[src/rtl/mips_pkg.sv]
// Types and constants shared by the MIPS pipeline stages.
package mips_pkg;

   localparam logic [31:0] NOP_INST = 32'h0000_0000;
   localparam logic [31:0] PC_STEP  = 32'd4;

   // One buffered fetch result; room for exception bits later.
   typedef struct packed {
      logic [31:0] inst;
   } if_entry_t;

endpackage

[src/rtl/fetch_inst_fifo.sv]
// Small synchronous FIFO holding fetched instruction words until ID consumes them.
module fetch_inst_fifo
   import mips_pkg::*;
#(
   parameter int unsigned DEPTH = 2
) (
   input  logic                         clk,
   input  logic                         rst,
   input  logic                         push_i,
   input  logic                         pop_i,
   input  logic                         clear_i,
   input  if_entry_t                    data_i,
   output if_entry_t                    head_o,
   output logic                         full_o,
   output logic                         empty_o,
   output logic [$clog2(DEPTH+1)-1:0]   count_o
);

   localparam int unsigned CW = $clog2(DEPTH + 1);
   localparam int unsigned PW = (DEPTH > 1) ? $clog2(DEPTH) : 1;

   if_entry_t         mem_q [DEPTH];
   logic [PW-1:0]     wr_q, rd_q;
   logic [CW-1:0]     cnt_q;
   logic              do_push, do_pop;

   function automatic logic [PW-1:0] ptr_inc(input logic [PW-1:0] p);
      return (p == PW'(DEPTH - 1)) ? '0 : p + PW'(1);
   endfunction

   // clear wins over push; a push into a full FIFO is dropped
   assign do_push = push_i && !clear_i && !full_o;
   assign do_pop  = pop_i && !clear_i && !empty_o;

   always_ff @(posedge clk) begin
      if (rst || clear_i) begin
         wr_q  <= '0;
         rd_q  <= '0;
         cnt_q <= '0;
      end else begin
         if (do_push) wr_q <= ptr_inc(wr_q);
         if (do_pop)  rd_q <= ptr_inc(rd_q);
         cnt_q <= cnt_q + CW'(do_push) - CW'(do_pop);
      end
   end

   always_ff @(posedge clk) begin
      if (do_push) mem_q[wr_q] <= data_i;
   end

   assign head_o  = mem_q[rd_q];
   assign full_o  = (cnt_q == CW'(DEPTH));
   assign empty_o = (cnt_q == '0);
   assign count_o = cnt_q;

endmodule

[src/rtl/fetch_stage.sv]
// MIPS IF stage: PC, in-order imem requests, response buffering and the IF/ID register.
module fetch_stage
   import mips_pkg::*;
#(
   parameter logic [31:0] RESET_PC   = 32'h0000_0000,
   parameter int unsigned FIFO_DEPTH = 2
) (
   input  logic        clk,
   input  logic        rst,
   input  logic        hold_pc,
   input  logic        hold_if,
   input  logic        br,
   input  logic [31:0] pc_branch,
   output logic        imem_req,
   output logic [31:0] imem_addr,
   input  logic        imem_gnt,
   input  logic        imem_rvalid,
   input  logic [31:0] imem_rdata,
   output logic [31:0] inst_id,
   output logic [31:0] pc_id,
   output logic        flush_id
);

   localparam int unsigned CW = $clog2(FIFO_DEPTH + 1);
   localparam int unsigned SW = CW + 1;

   logic [31:0]   pc_q, pc_d, pc_dlv_q, pc_dlv_d;
   logic [31:0]   inst_q, inst_d, pc_id_q, pc_id_d;
   logic          flush_q, flush_d;
   logic [CW-1:0] out_q, out_d, disc_q, disc_d, fifo_cnt;
   logic [SW-1:0] inflight;
   logic          fifo_empty, fifo_full, grant, accept, push, pop;
   logic [31:0]   word;
   if_entry_t     head, push_data;

   // in-flight plus buffered words may never exceed the buffer size
   assign inflight  = SW'(out_q) + SW'(fifo_cnt);
   assign imem_req  = !rst && !hold_pc && !br && (inflight < SW'(FIFO_DEPTH));
   assign imem_addr = pc_q;
   assign grant     = imem_req && imem_gnt;

   assign accept         = imem_rvalid && (disc_q == '0);
   assign pop            = !br && !hold_if && !fifo_empty;
   assign push           = accept && !br && !(fifo_empty && !hold_if);
   assign push_data.inst = imem_rdata;
   assign word           = fifo_empty ? imem_rdata : head.inst;

   fetch_inst_fifo #(.DEPTH(FIFO_DEPTH)) u_fifo (
      .clk     (clk),
      .rst     (rst),
      .push_i  (push),
      .pop_i   (pop),
      .clear_i (br),
      .data_i  (push_data),
      .head_o  (head),
      .full_o  (fifo_full),
      .empty_o (fifo_empty),
      .count_o (fifo_cnt)
   );

   always_comb begin
      pc_d     = pc_q;
      pc_dlv_d = pc_dlv_q;
      inst_d   = inst_q;
      pc_id_d  = pc_id_q;
      flush_d  = flush_q;
      out_d    = out_q + CW'(grant) - CW'(imem_rvalid);
      disc_d   = disc_q;
      if (imem_rvalid && (disc_q != '0)) disc_d = disc_q - CW'(1);
      if (grant) pc_d = pc_q + PC_STEP;

      // redirect drops everything still owed by imem
      if (br) begin
         inst_d   = NOP_INST;
         flush_d  = 1'b1;
         pc_d     = pc_branch;
         pc_dlv_d = pc_branch;
         disc_d   = out_q + CW'(grant) - CW'(imem_rvalid);
      end else if (!hold_if) begin
         if (!fifo_empty || accept) begin
            inst_d   = word;
            pc_id_d  = pc_dlv_q + PC_STEP;
            pc_dlv_d = pc_dlv_q + PC_STEP;
            flush_d  = 1'b0;
         end else begin
            inst_d  = NOP_INST;
            flush_d = 1'b0;
         end
      end
   end

   always_ff @(posedge clk) begin
      if (rst) begin
         pc_q     <= RESET_PC;
         pc_dlv_q <= RESET_PC;
         inst_q   <= NOP_INST;
         pc_id_q  <= RESET_PC;
         flush_q  <= 1'b0;
         out_q    <= '0;
         disc_q   <= '0;
      end else begin
         pc_q     <= pc_d;
         pc_dlv_q <= pc_dlv_d;
         inst_q   <= inst_d;
         pc_id_q  <= pc_id_d;
         flush_q  <= flush_d;
         out_q    <= out_d;
         disc_q   <= disc_d;
      end
   end

   assign inst_id  = inst_q;
   assign pc_id    = pc_id_q;
   assign flush_id = flush_q;

   a_no_overflow: assert property (@(posedge clk) disable iff (rst) !(push && fifo_full));

endmodule

[config.mk]
export PLATFORM = sky130hd
export DESIGN_NAME = fetch_stage
export DESIGN_NICKNAME = d
export VERILOG_FILES = /design/src/rtl/mips_pkg.sv /design/src/rtl/fetch_inst_fifo.sv /design/src/rtl/fetch_stage.sv
export SDC_FILE = /design/constraint.sdc
export NUM_CORES = 1
export LEC_CHECK = 0
export ABC_AREA = 1
export CAP_MARGIN = 20
export CORE_MARGIN = 2
export CORE_UTILIZATION = 48
export CTS_BUF_LIST = sky130_fd_sc_hd__clkbuf_8
export DETAILED_ROUTE_END_ITERATION = 6
export PLACE_DENSITY_LB_ADDON = 0.25
export SETUP_SLACK_MARGIN = 0.4
export SLEW_MARGIN = 20
export SYNTH_ARGS = -nofsm -noshare
export SYNTH_HDL_FRONTEND = slang
export SYNTH_HIERARCHICAL = 1
export SYNTH_SLANG_ARGS = --single-unit
[constraint.sdc]
create_clock -name clk -period 3.9 [get_ports clk]
set_input_delay 0.585 -clock clk [delete_from_list [all_inputs] [get_ports clk]]
set_output_delay 0.585 -clock clk [all_outputs]
set_load 0.02 [all_outputs]
==> results.md <==
* Status: complete, no violations
* Cells along the critical path: nand2_1 > inv_1 > fa_1 > nor2_1 > nand3_2 > inv_1 > clkdlybuf4s50_1
* Count of unresolved DRC violations after routing at 0
* Antenna Diode Count at 0
* CTS tree: built
* Worst setup path class: flop to primary output
* CTS Buf Count at 35
* Number of max-capacitance violations reported at 0
* I/O pin count at ~170
* Layout overhead on the synthesized area at 25.06%
* Endpoint with the worst hold slack: imem_addr[18]
* Endpoint arrival time on the critical path at approximately 2.5 ns
* Number of cell instances on the worst register-to-register path at 10
* Hold-fix buffer count after cts at 0
* Fraction of the cycle the final worst path needs at 0.8018
* Largest net degree at the start of global routing at 66
* CP max stage delay at approximately 0.60 ns
* Number of buffers on the longest clock path at 3
* CP max FO at 4
* Root Buffer: sky130_fd_sc_hd__clkbuf_8
* Setup TNS at 0 ns
* Worst skew pair latency at ~0.53 ns
* Number of nets in the finished design at 1518
* Clock transition time at the flip-flop clock pins of the worst setup and hold paths at ~0.060 ns
* Average detailed-routed wire length per instance at approximately 16 µm
* Post-detailed-routing wire length at 28.29 mm
* Placed cell areas at 0.01182 mm²
* Fraction of final layout cells sized beyond drive strength 1 at 0.1018
* Buffers inserted during post-CTS setup optimization at 0
* Minimum setup slack among reg-to-reg paths at about 1.3 ns
* Post-layout power at 4705 µW
* CTS HTree Levels at 2
* Layout Cell Area excl Fill at approximately 0.012 mm²
* Total setup violations reported at the end of the flow at 0
* Final number of hold-violating endpoints at 0
* Critical R2R Capture: imem_addr[14]
* Crit Reg-Reg Startpoint: u_fifo/count_o[0]
* Row Count at 52
* Ratio of total power to cell area at between 300 and 400 mW/mm²
* Die boundary width at roughly 150 µm
* Post-CTS resize count at 0
* First-pass iteration count of the detailed router at 5
* Core Area at between 0.02 and 0.025 mm²
* Required time of the worst setup path at 3.31 ns
* Remaining global-route overflow at 0
* Number of standard cells after synthesis at about 1300
* Tmin final at between 3 and 4 ns
* Final clock skew at between 0.03 and 0.04 ns
* Lkg Pwr at 0.004970 µW
* Filler Cell Count at 1869
* Mapped Nets at roughly 1300
* Class of the most critical hold timing path: input pin to flop
* Number of routed nets with antenna violations at 0
* Total global routing track utilization at 0.2536
* Number of design-rule violations left by the first detailed-router iteration at roughly 730
* Top Family by Delay on Critical Path: buffers and inverters
* Mean number of vias per cell at 5.139
* Unrepaired setup endpoints after global routing: false
* Vias at roughly 8900
* Die area at about 0.022 mm²
* Mean cell area of the mapped netlist at between 7 and 8 µm²
* Global-route wire length before repair at between 40 and 50 mm
* DP HPWL at 19.78 mm
* Count of buffers from port buffering at approximately 170
* Start point of the worst min-delay path: rst
* Post-Syn Area at 0.009962 mm²
* Kind of capture point of the worst setup path: primary output
* CTS sink count at between 200 and 250
* Count of final max-slew check failures at 0
* CP Buf/Inv Count at 3
* Starting Density at 0.4908
* Worst slew pin tran at around 0.88 ns
* Number of antenna violations at the first check in global routing at 0
* Critical-path top delay cell: sky130_fd_sc_hd__clkdlybuf4s50_1
* Worst vdd ir at roughly 0.30 mV
* Y dimension of the die at between 100 and 150 µm
* Number of warnings printed during yosys synthesis at 6
* Vias in the first global route at a little over 8000
* Origin of the worst setup path: u_fifo/count_o[0]
* Max-slew headroom at the worst pin at 0.4147
* Worst Hold Depth at 4
* Weighted congestion at the end of routability-driven global placement at roughly 0.93
* Startpoint type of the worst setup path: flop
* Top cell by count, worst path: sky130_fd_sc_hd__inv_1
* Max Fclk at between 300 and 400 MHz
tightest hold or removal path, stage by stage:
cell	delay, ns
sky130_fd_sc_hd__buf_2	0.14
sky130_fd_sc_hd__nor2_4	0.08
sky130_fd_sc_hd__nand3_1	0.09
sky130_fd_sc_hd__nand2_1	0.04
worst max path at each step:
| stage | endpoint | slack [ns] | cells after the start |
|---|---|---|---|
| 2_1_floorplan | u_fifo/mem_q[0][0] | 0.70 | 7 |
| 3_3_place_gp | imem_req | 0.84 | 5 |
| 3_5_place_dp | imem_addr[14] | 0.75 | 8 |
| 4_1_cts | imem_req | 0.74 | 7 |
| 5_1_grt | imem_req | 0.60 | 7 |
| 6_report | imem_req | 0.77 | 7 |
where the power goes:
part	switching, µW	internal, µW
Clock	863	924
Sequential	78.2	2250
Combinational	341	249
Total	1280	3420
state kept, by name (all words and copies together), names as in the netlist, named ones only:
| signal | count |
|---|---|
| inst_id | 32 |
| u_fifo/count_o | 2 |
| disc_q | 2 |
| imem_addr | 32 |
| out_q | 2 |
| pc_dlv_q | 32 |
| pc_id | 32 |
| flush_id | 1 |
| u_fifo/mem_q | 64 |
| u_fifo/rd_q | 1 |
| u_fifo/wr_q | 1 |
layout make-up:
| type | count | area, µm² | share of cell area |
|---|---|---|---|
| Sequential cell | 202 | 4688 | 0.3763 |
| Tap cell | 270 | 337.8 | 0.02712 |
| Clock inverter | 22 | 102.6 | 0.008235 |
| Clock buffer | 39 | 536.8 | 0.04309 |
| Timing Repair Buffer | 183 | 1802 | 0.1446 |
| Inverter | 121 | 454.2 | 0.03646 |
| Multi-Input combinational cell | 896 | 4537 | 0.3642 |
metal layers:
metal / vias up / routed length (µm) / global-route usage
met2: 326 / 12510 / 0.3900
met3: 51 / 2005 / 0.04049
met4: 0 / 738 / 0.08095
met5: - / 0 / 0
met1: 4090 / 13030 / 0.3675
li1: 4439 / - / -
cells in the final DEF, fill, tap and decap left out, drive strengths merged:
cell,instances
nand2,422
clkdlybuf4s50,167
nor2,146
inv,139
dfxtp,138
a21oi,88
nand3,75
edfxtp,64
o21ai,43
clkbuf,39
mux2,32
buf,16
xor2,13
a31oi,11
nand4,9
ha,7
nor3,6
o211ai,5
or2,5
nand3b,5
o21a,5
o21bai,5
xnor2,4
o22ai,4
clkinv,4
a21boi,3
and2,3
a221oi,1
a211oi,1
a21o,1
fa,1
nor3b,1
through the flow:
stage	hold WS (ns)	setup WS, ns	cells	util
finish	0.4446	0.7729	1733	0.6137
global route	0.4503	0.6041	1733	0.6137
CTS	0.4144	0.7374	1733	0.6136
detailed placement	0.4488	0.7534	1672	0.5821
global placement	0.4485	0.8377	1672	0.5821
floorplan	0.4231	0.7019	1268	-
Power figures use the tool's default switching activity.
